### src/rtl/nsdp_pkg.sv
// Shared constants and types for the NSDP stream checker.
package nsdp_pkg;

    localparam int BEAT_W = 512;
    localparam int WORD_W = 32;
    localparam int LANES  = BEAT_W / WORD_W;
    localparam int ERR_W  = 15;

    localparam int ERR_TADDR = 0;
    localparam int ERR_FC    = 1;
    localparam int ERR_FDATA = 2;
    localparam int ERR_SHORT = 3;
    localparam int ERR_LONG  = 4;

    localparam int HDR_TADDR_LSB = 0;
    localparam int HDR_TADDR_W   = 64;
    localparam int HDR_FC_LSB    = 64;
    localparam int HDR_FC_W      = 32;

    typedef enum logic [1:0] {
        S_HDR  = 2'd0,
        S_DATA = 2'd1,
        S_ERR  = 2'd2,
        S_SYNC = 2'd3
    } state_e;

endpackage

### src/rtl/nsdp_stream_checker_fdata_compare.sv
// Sixteen-lane frame-data comparator: lane i expects expected_fdata_i + i.
module nsdp_fdata_compare
    import nsdp_pkg::*;
(
    input  logic [BEAT_W-1:0] tdata_i,
    input  logic [WORD_W-1:0] expected_fdata_i,
    output logic [LANES-1:0]  mismatch_o
);

    for (genvar i = 0; i < LANES; i++) begin : g_lane
        assign mismatch_o[i] =
            tdata_i[i*WORD_W +: WORD_W] != (expected_fdata_i + WORD_W'(i));
    end

endmodule

### config.mk
export PLATFORM = sky130hd
export DESIGN_NAME = nsdp_fdata_compare
export DESIGN_NICKNAME = d
export VERILOG_FILES = /design/src/rtl/nsdp_pkg.sv /design/src/rtl/nsdp_stream_checker_fdata_compare.sv
export SDC_FILE = /design/constraint.sdc
export NUM_CORES = 1
export LEC_CHECK = 0
export CAP_MARGIN = 10
export CELL_PAD_IN_SITES_DETAIL_PLACEMENT = 1
export CELL_PAD_IN_SITES_GLOBAL_PLACEMENT = 1
export CORE_ASPECT_RATIO = 0.8
export CORE_MARGIN = 5
export CORE_UTILIZATION = 31
export DETAILED_ROUTE_END_ITERATION = 10
export PLACE_DENSITY_LB_ADDON = 0.1
export SYNTH_ARGS = -nofsm -noshare
export SYNTH_HDL_FRONTEND = slang
export SYNTH_SLANG_ARGS = --single-unit
### constraint.sdc
create_clock -name vclk -period 4.8
set_input_delay 0.48 -clock vclk [all_inputs]
set_output_delay 0.48 -clock vclk [all_outputs]
set_load 0.02 [all_outputs]
==> qor.txt <==
max frequency = 0.205 GHz
Seq/Total Area, Yosys = 0%
Final Hold Fails = 0
most common cell after layout, fill and taps aside = clkdlybuf4s50_1
Mean Syn Cell Area = 6.96 um^2
nets@finish = 3180
normalized max-slew margin = 32.2%
Core Footprint = 43000 um^2
cells after synthesis = 1924
largest net degree at the start of global routing = 27
Cell Rows = 68
Mapped Nets = 2481
Tmin final = 4.89 ns
Layout area overhead = 58.1%
initial antenna violation count = 6
first-pass GRT wire length = 150000 um
Syn. warnings = 0
crit path max fanout = 8
most frequent cells in the layout = clkdlybuf4s50_1, xnor2_1, buf_4
CP Launch Type = input pin
Yosys cell types = 77
Worst Setup Slack, final = -0.0868 ns
GR Util All Layers = 43.2%
share of the synthesized area in the top cell type = 34.8%
wire per inst = 34.6 um
# DRC = 0
I/O Pins = 560
Final Max Tran Viols = 0
Seq cells = 0
Die Y = 196 um
Post-Place Cell Area = 21100 um^2
CP endpoint kind = output port
number of diodes = 0
setup_tns = -0.155 ns
Worst Hold Path Cells = 5
Starting Density = 31.2%
RSZ-0062 raised after global routing = false
Mapped Area = 13400 um^2
Worst EP arrival = 4.41 ns
worst min-delay path category = in -> out
Max Cap Viol = 0
Port Buf Inserts = 560
Hold Path Origin = tdata_i[344]
Synth area leaders = xnor2_1, xor2_1, nor2_1
peak supply drop = 55.6 uV
Worst Hold End = mismatch_o[10]
design area = 21200 um^2
clkbuf count = 0
kind of critical path = in -> out
status = finished, violations left
share of layout cells above drive strength 1 = 12.9%
biggest area consumer among synthesized cells = xnor2_1
vias = 19400
DP HPWL = 95400 um
register area = 0 um^2
Power Dens Cells = 106 nW/um^2
Placed Cells = 3181
Starting DRT DRC Count = 2644
failing checks = setup timing
die width = 242 um
Final ANT Viol Nets = 0
TritonRoute pass-1 iters = 5
final wirelength = 110000 um
die area = 47500 um^2
worst-margin pin slew = 1.01 ns
Leak = 7.06 nW
Post-Layout Cell Count = 3181
crit share post-route = 102%
Overflow after GRT = 0
worst endpoint required time = 4.32 ns
via count of the first global-routing pass = 19600
Vias/cell = 6.10
final setup fails = 2
# hold bufs at CTS = 0
gpl congestion = 1.06
==> worst max path at each step <==
stage / start / end / slack (ns) / cells after the start
2_1_floorplan: expected_fdata_i[1] / mismatch_o[5] / 0.89 / 11
3_3_place_gp: expected_fdata_i[2] / mismatch_o[3] / -0.79 / 11
3_5_place_dp: expected_fdata_i[2] / mismatch_o[3] / -0.88 / 11
4_1_cts: expected_fdata_i[13] / mismatch_o[11] / 0.009 / 11
5_1_grt: expected_fdata_i[1] / mismatch_o[7] / 0.006 / 12
6_report: expected_fdata_i[2] / mismatch_o[13] / -0.09 / 11
==> Yosys cell counts (all sizes together) (10+ instances only) <==
library cell  number
or3               17
nor2             144
mux2i             15
xor2             229
nand2b            10
clkbuf            42
a31oi             24
o21ai             50
nor3             100
ha                13
xnor2            532
o2111ai           12
or4               12
a211oi            21
o31ai             10
nand3             89
nand4             86
a21oi             63
o211ai            15
inv               10
nor4              65
and4              16
nand2            129
buf               90
==> cell families after synthesis <==
logic type	share of synthesized area (%)
AOI/OAI and AO/OA	13.2
xor gates and xnor gates	49.8
adders and majority gates	1.21
buffers and inverters	4.94
muxes	1.63
and+or+nand+nor	29.3
==> report_power, final <==
| group | internal, mW | switching (mW) |
|---|---|---|
| Clock | 0 | 0 |
| Sequential | 0 | 0 |
| Combinational | 1.01 | 1.24 |
==> critical path: stages <==
cell             delay [ns]
dlygate4sd2_1          0.50
inv_1                  0.26
ha_1                   0.28
a21o_1                 0.33
xnor2_1                0.30
nor4_2                 0.48
o211ai_1               0.26
a2111oi_0              0.38
and4_1                 0.36
o2111ai_1              0.18
clkdlybuf4s50_1        0.60
==> cell type report <==
class                           instances  area [um^2]
Fill cell                            5340        21800
Multi-Input combinational cell       1781        12800
Timing Repair Buffer                  829         7620
Tap cell                              560          701
Inverter                               11         41.3
==> what timing repair did <==
action                                  4_1_cts  5_1_grt
endpoints found under the setup margin        5        5
buffers inserted                              0        0
resized for setup                            12        9
pin swaps                                     0        2
==> metrics by stage <==
step	util [%]	power (mW)	setup slack, ns	hold slack (ns)
finish	49.3	2.25	-0.0868	1.98
global route	49.3	2.29	0.00560	2.03
CTS	49.2	2.17	0.00868	1.97
detailed placement	49.1	2.15	-0.876	1.95
global placement	49.1	2.12	-0.788	1.95
floorplan	-	0.989	0.888	1.22
==> metal layers <==
layer / vias to the layer above / wire length [um] / global-route usage, %
met3: 248 / 13800 / 10.4
met4: 2 / 4430 / 12.0
met5: - / 13 / 0
li1: 8133 / - / -
met1: 9579 / 45100 / 59.8
met2: 1456 / 46700 / 67.3
No activity file was read; power rests on OpenSTA's default activity.
